**src/rtl/tt_ctrl_sel_if.sv**
```systemverilog
// Spine-side bundle for the design-select sequencer: raw control pads in,
// clean address / gated enable / busy out.
interface tt_ctrl_sel_if #(
    parameter int AW = 10
);
    logic          pad_sel_rst_n;
    logic          pad_sel_inc;
    logic          pad_ena;
    logic [AW-1:0] sel_addr;
    logic          sel_ena;
    logic          sel_busy;

    modport master (
        output pad_sel_rst_n, pad_sel_inc, pad_ena,
        input  sel_addr, sel_ena, sel_busy
    );

    modport slave (
        input  pad_sel_rst_n, pad_sel_inc, pad_ena,
        output sel_addr, sel_ena, sel_busy
    );
endinterface

```
**src/rtl/tt_ctrl_sel.sv**
```systemverilog
// Design-select sequencer: synchronise and glitch-filter the control pads,
// count increment pulses into the spine address and gate enable while it settles.
module tt_ctrl_sel_pad #(
    parameter int SYNC_STAGES = 2,
    parameter int FILT_LEN    = 4
) (
    input  logic clk,
    input  logic rst_n,
    input  logic pad,
    output logic filt
);
    localparam int CW = $clog2(FILT_LEN + 1);

    logic [SYNC_STAGES-1:0] sync_q;
    logic [CW-1:0]          cnt_q;
    logic                   sync_out;

    assign sync_out = sync_q[SYNC_STAGES-1];

    // Level only moves after FILT_LEN consecutive cycles of disagreement.
    always_ff @(posedge clk or negedge rst_n) begin
        if (!rst_n) begin
            sync_q <= '0;
            cnt_q  <= '0;
            filt   <= 1'b0;
        end else begin
            sync_q <= {sync_q[SYNC_STAGES-2:0], pad};
            if (sync_out == filt) begin
                cnt_q <= '0;
            end else if (cnt_q == CW'(FILT_LEN - 1)) begin
                filt  <= sync_out;
                cnt_q <= '0;
            end else begin
                cnt_q <= cnt_q + CW'(1);
            end
        end
    end
endmodule

module tt_ctrl_sel #(
    parameter int AW          = 10,
    parameter int MAX_ADDR    = 1023,
    parameter int SYNC_STAGES = 2,
    parameter int FILT_LEN    = 4,
    parameter int SETTLE_CYC  = 8
) (
    input  logic           clk,
    input  logic           rst_n,
    tt_ctrl_sel_if.slave   bus
);
    localparam int SCW = (SETTLE_CYC > 1) ? $clog2(SETTLE_CYC) : 1;

    typedef enum logic [1:0] {HOLD, SETTLE, ACTIVE} state_t;

    // Pad order: [0] select reset, [1] increment, [2] enable.
    logic [2:0] pad_raw;
    logic [2:0] pad_filt;

    assign pad_raw = {bus.pad_ena, bus.pad_sel_inc, bus.pad_sel_rst_n};

    tt_ctrl_sel_pad #(
        .SYNC_STAGES (SYNC_STAGES),
        .FILT_LEN    (FILT_LEN)
    ) u_pad [2:0] (
        .clk   (clk),
        .rst_n (rst_n),
        .pad   (pad_raw),
        .filt  (pad_filt)
    );

    logic sel_rst_f, inc_f, ena_f, inc_d, inc_p;
    assign sel_rst_f = pad_filt[0];
    assign inc_f     = pad_filt[1];
    assign ena_f     = pad_filt[2];
    assign inc_p     = inc_f & ~inc_d;

    state_t         state_q, state_nx;
    logic [AW-1:0]  addr_q, addr_nx;
    logic [SCW-1:0] cnt_q, cnt_nx;
    logic           ena_q, busy_q;

    always_comb begin
        state_nx = state_q;
        addr_nx  = addr_q;
        cnt_nx   = cnt_q;
        if (!sel_rst_f) begin
            state_nx = HOLD;
            addr_nx  = '0;
            cnt_nx   = '0;
        end else begin
            case (state_q)
                HOLD: begin
                    // An increment coinciding with release is deliberately dropped.
                    state_nx = SETTLE;
                    cnt_nx   = SCW'(SETTLE_CYC - 1);
                end
                SETTLE, ACTIVE: begin
                    if (inc_p) begin
                        addr_nx  = (addr_q == AW'(MAX_ADDR)) ? '0 : addr_q + AW'(1);
                        state_nx = SETTLE;
                        cnt_nx   = SCW'(SETTLE_CYC - 1);
                    end else if (state_q == SETTLE) begin
                        if (cnt_q == '0) state_nx = ACTIVE;
                        else             cnt_nx   = cnt_q - SCW'(1);
                    end
                end
                default: state_nx = HOLD;
            endcase
        end
    end

    // Outputs follow the next state so enable drops on the same edge the address moves.
    always_ff @(posedge clk or negedge rst_n) begin
        if (!rst_n) begin
            state_q <= HOLD;
            addr_q  <= '0;
            cnt_q   <= '0;
            inc_d   <= 1'b0;
            ena_q   <= 1'b0;
            busy_q  <= 1'b1;
        end else begin
            state_q <= state_nx;
            addr_q  <= addr_nx;
            cnt_q   <= cnt_nx;
            inc_d   <= inc_f;
            ena_q   <= (state_nx == ACTIVE) && ena_f;
            busy_q  <= (state_nx != ACTIVE);
        end
    end

    assign bus.sel_addr = addr_q;
    assign bus.sel_ena  = ena_q;
    assign bus.sel_busy = busy_q;
endmodule

```
**src/flat_wrapper.sv**
```systemverilog
// flat-port wrapper written by rule: the top's interface ports become plain ports
module tt_ctrl_sel_flat 
#(
    parameter int AW          = 10,
    parameter int MAX_ADDR    = 1023,
    parameter int SYNC_STAGES = 2,
    parameter int FILT_LEN    = 4,
    parameter int SETTLE_CYC  = 8
)
  (clk, rst_n, bus_pad_sel_rst_n, bus_pad_sel_inc, bus_pad_ena, bus_sel_addr, bus_sel_ena, bus_sel_busy);
  tt_ctrl_sel_if #(.AW(AW)) bus_i ();
  input  logic clk;
  input  logic rst_n;
  input wire logic [$bits(bus_i.pad_sel_rst_n)-1:0] bus_pad_sel_rst_n;
  input wire logic [$bits(bus_i.pad_sel_inc)-1:0] bus_pad_sel_inc;
  input wire logic [$bits(bus_i.pad_ena)-1:0] bus_pad_ena;
  output wire logic [$bits(bus_i.sel_addr)-1:0] bus_sel_addr;
  output wire logic [$bits(bus_i.sel_ena)-1:0] bus_sel_ena;
  output wire logic [$bits(bus_i.sel_busy)-1:0] bus_sel_busy;
  assign bus_i.pad_sel_rst_n = bus_pad_sel_rst_n;
  assign bus_i.pad_sel_inc = bus_pad_sel_inc;
  assign bus_i.pad_ena = bus_pad_ena;
  assign bus_sel_addr = bus_i.sel_addr;
  assign bus_sel_ena = bus_i.sel_ena;
  assign bus_sel_busy = bus_i.sel_busy;
  tt_ctrl_sel #(.AW(AW), .MAX_ADDR(MAX_ADDR), .SYNC_STAGES(SYNC_STAGES), .FILT_LEN(FILT_LEN), .SETTLE_CYC(SETTLE_CYC)) u_core (.clk(clk), .rst_n(rst_n), .bus(bus_i));
endmodule
```
**config.mk**
```make
export PLATFORM = sky130hd
export DESIGN_NAME = tt_ctrl_sel_flat
export DESIGN_NICKNAME = d
export VERILOG_FILES = /design/src/rtl/tt_ctrl_sel_if.sv /design/src/rtl/tt_ctrl_sel.sv /design/src/flat_wrapper.sv
export SDC_FILE = /design/constraint.sdc
export NUM_CORES = 1
export LEC_CHECK = 0
export CELL_PAD_IN_SITES_DETAIL_PLACEMENT = 1
export CELL_PAD_IN_SITES_GLOBAL_PLACEMENT = 1
export CORE_MARGIN = 5
export CORE_UTILIZATION = 40
export CTS_CLUSTER_SIZE = 28
export DETAILED_ROUTE_END_ITERATION = 16
export GPL_ROUTABILITY_DRIVEN = 1
export PLACE_DENSITY = 0.86
export SYNTH_ARGS = -nofsm -noshare
export SYNTH_HDL_FRONTEND = slang
export SYNTH_SLANG_ARGS = --single-unit
```
**constraint.sdc**
```tcl
create_clock -name clk -period 1.6 [get_ports clk]
set_clock_uncertainty 0.05 [all_clocks]
set_input_delay 0.48 -clock clk [delete_from_list [all_inputs] [get_ports clk]]
set_output_delay 0.48 -clock clk [all_outputs]
set_load 0.01 [all_outputs]
```
Word-level counts from Yosys, hierarchy flattened
Cells that the tools add are included.
Storage, ports and cells
  bits in registers: 36
  input port bits: 5
  output and inout port bits: 12
  logic and storage cells: 70
Operators by class
  add/subtract/negate cells: 5
  equal/unequal tests: 16
  multiplexer cells: 20
  bitwise logic cells: 5
  reduce and logical (&&, ||, !) cells: 9
Operators by type and width (number)
  10-bit two-way mux: 4
  3-bit two-way mux: 10
  10-bit by 1-bit adder with 10-bit output (second input constant): 1
  10-bit equality test (second input constant): 1
  3-bit by 1-bit adder with 3-bit output (second input constant): 3
  3-bit by 2-bit equality test with 1-bit output (second input constant): 3
  2-bit two-way mux: 4
  2-bit AND reduction: 4
  3-bit one-hot mux with 2 select lines: 1
  2-bit equality test (second input constant): 2
  2-bit by 1-bit inequality test with 1-bit output (second input constant): 2
  4-bit by 2-bit inequality test with 1-bit output (second input constant): 1
  4-bit by 3-bit inequality test with 1-bit output (second input constant): 1
  1-bit NOT: 4
  2-bit one-hot mux with 2 select lines: 1
  1-bit equality test: 3
  3-bit logical NOT: 1
  3-bit by 1-bit inequality test with 1-bit output (second input constant): 1
  3-bit AND reduction: 1
  3-bit by 1-bit subtractor with 3-bit output (second input constant): 1
  2-bit by 1-bit equality test with 1-bit output (second input constant): 1
  2-bit logical NOT: 1
  2-bit inequality test (second input constant): 1
  2-bit OR reduction: 1
  2 further kinds: 2

Depth between registers and ports, before layout
  depth after elaboration: 8
  gate-level depth with buffers: 7
  gate-level depth less buffers: 6

Cells and area by module
Synthesis repeated with hierarchy kept, for this count alone.
Second synthesis, totals
  cell total of the unflattened synthesis: 135
  area total of the unflattened synthesis: 1675.4 um^2
Modules (own cells, without submodules)
  tt_ctrl_sel: instances 1, cells an instance 96, area each 1026.0 um^2
  tt_ctrl_sel_pad: instances 3, cells an instance 13, area each 216.5 um^2

Least setup slack after synthesis
OpenSTA, ideal clock, no wires.
  path kind: reg2reg
  start: reg u_core.state_q[0]
  end: reg u_core.ena_q (netlist: u_core.bus.sel_ena)
  library setup time: 0.072 ns
  arrival: 1.634 ns
  required time: 1.478 ns
  slack: -0.156 ns
  cell stages (with the launch flop): 7
  path buffers: 1
  cell sequence: dfrtp_1 inv_1 ha_1 buf_6 and3b_1 or4_4 nor2_1
Between the ends
  word-level cells in the longest chain between the ends: 7
  elaborated cells on any way between the ends: 11
  those cells by class: 3 x eq/ne; 5 x mux; 3 x reduce/logical
RTL lines
  from (decl): line tt_ctrl_sel.sv:77  | state_t state_q, state_nx;
  from (signal assigned): line tt_ctrl_sel.sv:122  | state_q <= state_nx;
  2-bit by 1-bit equality test with 1-bit output or 2-bit two-way mux (tied branches): line tt_ctrl_sel.sv:91, tt_ctrl_sel.sv:102, tt_ctrl_sel.sv:103
  2-bit two-way mux: line tt_ctrl_sel.sv:102  | end else if (state_q == SETTLE) begin
  2-bit two-way mux: line tt_ctrl_sel.sv:98  | if (inc_p) begin
  2-bit one-hot mux with 2 select lines (*): line tt_ctrl_sel.sv:91  | case (state_q)
  2-bit two-way mux (*): line tt_ctrl_sel.sv:86  | if (!sel_rst_f) begin
  2-bit equality test (*): line tt_ctrl_sel.sv:126  | ena_q <= (state_nx == ACTIVE) && ena_f;
  1-bit logical AND (*): line tt_ctrl_sel.sv:126
  to (signal assigned): line tt_ctrl_sel.sv:126
  to (decl): line tt_ctrl_sel.sv:80  | logic ena_q, busy_q;
Every way passes the cells marked *; elsewhere a longest branch is shown, timed or not.
A chain may end at the register's enable or synchronous reset.

Final worst setup path
Same ends and word-level chain as after synthesis.

==> impl_metrics.yaml <==
place:
  placed_area_sq_mm: 0.00202
  gp_congestion: 0.862
  port_buffers: 16
  post-dp-hpwl_mm: 2.79
synthesis:
  synth_warnings: 0
  ys_seq_area_frac: 0.545
  ys_ff_latch: 36
  yosysTopAreaCellShare: 0.529
  synthArstFlopShare: 1.00
  synth_area_leaders: "dfrtp_1, ha_1, xnor2_1"
  synth_fp_nets: 161
  synth_commonest_cells: "dfrtp_1, nand2_1, inv_1"
  synth-main-ff-cell: "dfrtp_1"
  synth_top_cell_by_area: "dfrtp_1"
  avgSynthCellArea_sq_um: 11.3
  syn_inst: 147
  yosysMostFrequentCell: "dfrtp_1"
  netlist_area_sq_mm: 0.00166
  synth_edf_count: 0
  netlist-cell-type-count: 35
critical_path:
  end_kind: "flop"
  worstPathMaxFanout: 3
  worstPathRequired_ps: 1780
  critPathArrivalTime_ps: 1900
  cp_cell_sequence: "buf_6, ha_1, nand4b_1, or4_4, nor2_1"
  crit_path_top_delay_cell: "or4_4"
  crit_type: "flop to flop"
  startpoint_type: "flop"
  cpPeakStageDelay_ps: 520
outcome:
  violations: "negative setup slack"
  status: "complete, but fails checks"
routing:
  drt-pass1-iter-count: 4
  antenna_left: 0
  drt_iter0_markers: 64
  vias: 1324
  route.detailed.wl_per_inst_microns: 18.6
  drc: 0
  routed_wl_mm: 4.70
  routed_via_density: 5.23
power_and_ir_drop:
  vdd_drop_max_v: 0.000671
  power_mw: 3.16
  p_leak_nw: 1.12
  power_density_mw_per_mm2: 1370
final_layout:
  drive_gt1_frac: 0.335
  area_growth_pct: 39.0
  final_util: 0.575
  final_nets: 216
  antenna_cells: 0
  final_area_sq_mm: 0.00230
cts:
  cts_max_level: 2
  cts.hold.buffers_added: 0
  clock_path_buffers: 2
  cts_tree: "done"
  clockRootBuffer: "clkbuf_8"
  clk_pin_slew_worst_paths_ps: 70
  cts-buffers-inserted: 5
  clk_latency_ps: 300
  cts.sinks: 36
floorplanning:
  core_sq_mm: 0.00400
  die_width_microns: 74.3
  floorplan.die_area_sq_mm: 0.00552
  ios: 17
  start_util: 0.414
  rows: 23
  dieHeight_microns: 74.3
global_route:
  grt_pass1_vias: 1476
  grt_max_degree: 37
  antenna_found_initial: 0
  grt_first_pass_wirelength_mm: 7.29
  track_usage: 0.181
  grt-ovfl-total: 0
sta:
  max_freq_ghz: 0.581
  min_period_over_period: 1.08
  setup_viol: 13
  worst_slew_pin_slew_ps: 340
  hold_viol_final: 0
  grt_setup_unrepaired: "yes"
  slew_violations: 0
  fin_ws_ps: -120
  period_needed_ps: 1720
  fin_tns_setup_ps: -601
  slew_headroom: 0.774
min_path:
  hold_path_class: "flop to flop"
job:
  drv_cap: 0
## path summary, 6_finish.rpt
check | startpoint | to | slack, ps | cells after the start
worst max-delay path | u_core.state_q[0]$_DFF_PN0_ | u_core.bus.sel_ena$_DFF_PN0_ | -120 | 5
worst min-delay path | u_core.u_pad[2].sync_q[0]$_DFF_PN0_ | u_core.u_pad[2].sync_q[1]$_DFF_PN0_ | 300 | 0
worst max register to register | u_core.state_q[0]$_DFF_PN0_ | u_core.bus.sel_ena$_DFF_PN0_ | -120 | 5
worst min register to register | u_core.u_pad[2].sync_q[0]$_DFF_PN0_ | u_core.u_pad[2].sync_q[1]$_DFF_PN0_ | 300 | 0
max in group asynchronous | rst_n | u_core.bus.sel_busy$_DFF_PN1_ | 760 | 2
min in group asynchronous | rst_n | u_core.bus.sel_addr[9]$_DFFE_PN0P_ | 490 | 2
## power breakdown
part / internal [mW] / switching (mW)
Combinational: 0.613 / 0.643
Sequential: 1.07 / 0.143
Clock: 0.344 / 0.346
## layout make-up
class,count,area [sq um]
flip-flops and latches,36,902
clock buffers,6,82.6
well taps,50,62.6
repair buffers,50,424
multi-input cells,98,778
fillers,417,1700
clock inverters,2,10.0
inverters,11,41.3
## cell families (layout without fill, tap and decap cells)
logic type               count (synthesis)  after routing  share of synthesized area
buffers and inverters                   13             69                     0.0340
multiplexers                             1              1                    0.00680
adder cells (fa/ha/maj)                  9              9                     0.0680
AO/OA/AOI/OAI                           18             18                     0.0900
flip-flops                              36             36                      0.545
XOR/XNOR                                 9              9                     0.0476
AND/OR/NAND/NOR                         61             61                      0.209
## critical path, delay by kind of cell, from the launching register on
kind,cells,cell delay (ps)
buffers and inverters,1,140
flip-flops,1,410
AND/OR/NAND/NOR,3,850
adder cells (fa/ha/maj),1,200
## state kept, by name, summed over array words and instances (netlist names)
name and flops:
u_core.cnt_q 3, u_core.bus.sel_ena 1, u_core.u_pad.sync_q 6, u_core.bus.sel_addr 10, u_core.bus.sel_busy 1, u_core.u_pad.cnt_q 9, u_core.state_q 2, u_core.u_pad.filt 3
u_core.inc_d 1
## metal layers
layer,global-route usage,wire [microns]
met1,0.212,2010
met2,0.318,2450
met3,0.0486,144
met4,0.0652,99
met5,0,0
## cell usage in the layout (no fill, tap or decap), drive strengths merged, types with 3 or more instances in the layout
master	n
ha	9
nand4	5
nor3	7
nand3	5
o21ai	3
nor3b	6
buf	34
dlygate4sd2	11
clkbuf	7
and2	3
nor2	10
nor2b	5
clkdlybuf4s50	4
inv	11
xnor2	7
dfrtp	35
a21oi	5
nand2	12
## stage by stage
stage	worst slack, ps	hold WS (ps)	cells
after floorplan	-85.8	134	147
after global placement	-71.2	282	229
after detailed placement	-165	286	229
after CTS	-89.9	302	244
after global routing	-221	312	253
final	-120	301	253
## repair_timing
action / in CTS / in global routing
setup buffers: 7 / 9
pin swaps: 15 / 14
endpoints found under the hold margin: 0 / 0
endpoints found under the setup margin: 28 / 17
gates resized for setup: 28 / 9
(Power assumes the default switching activity.)
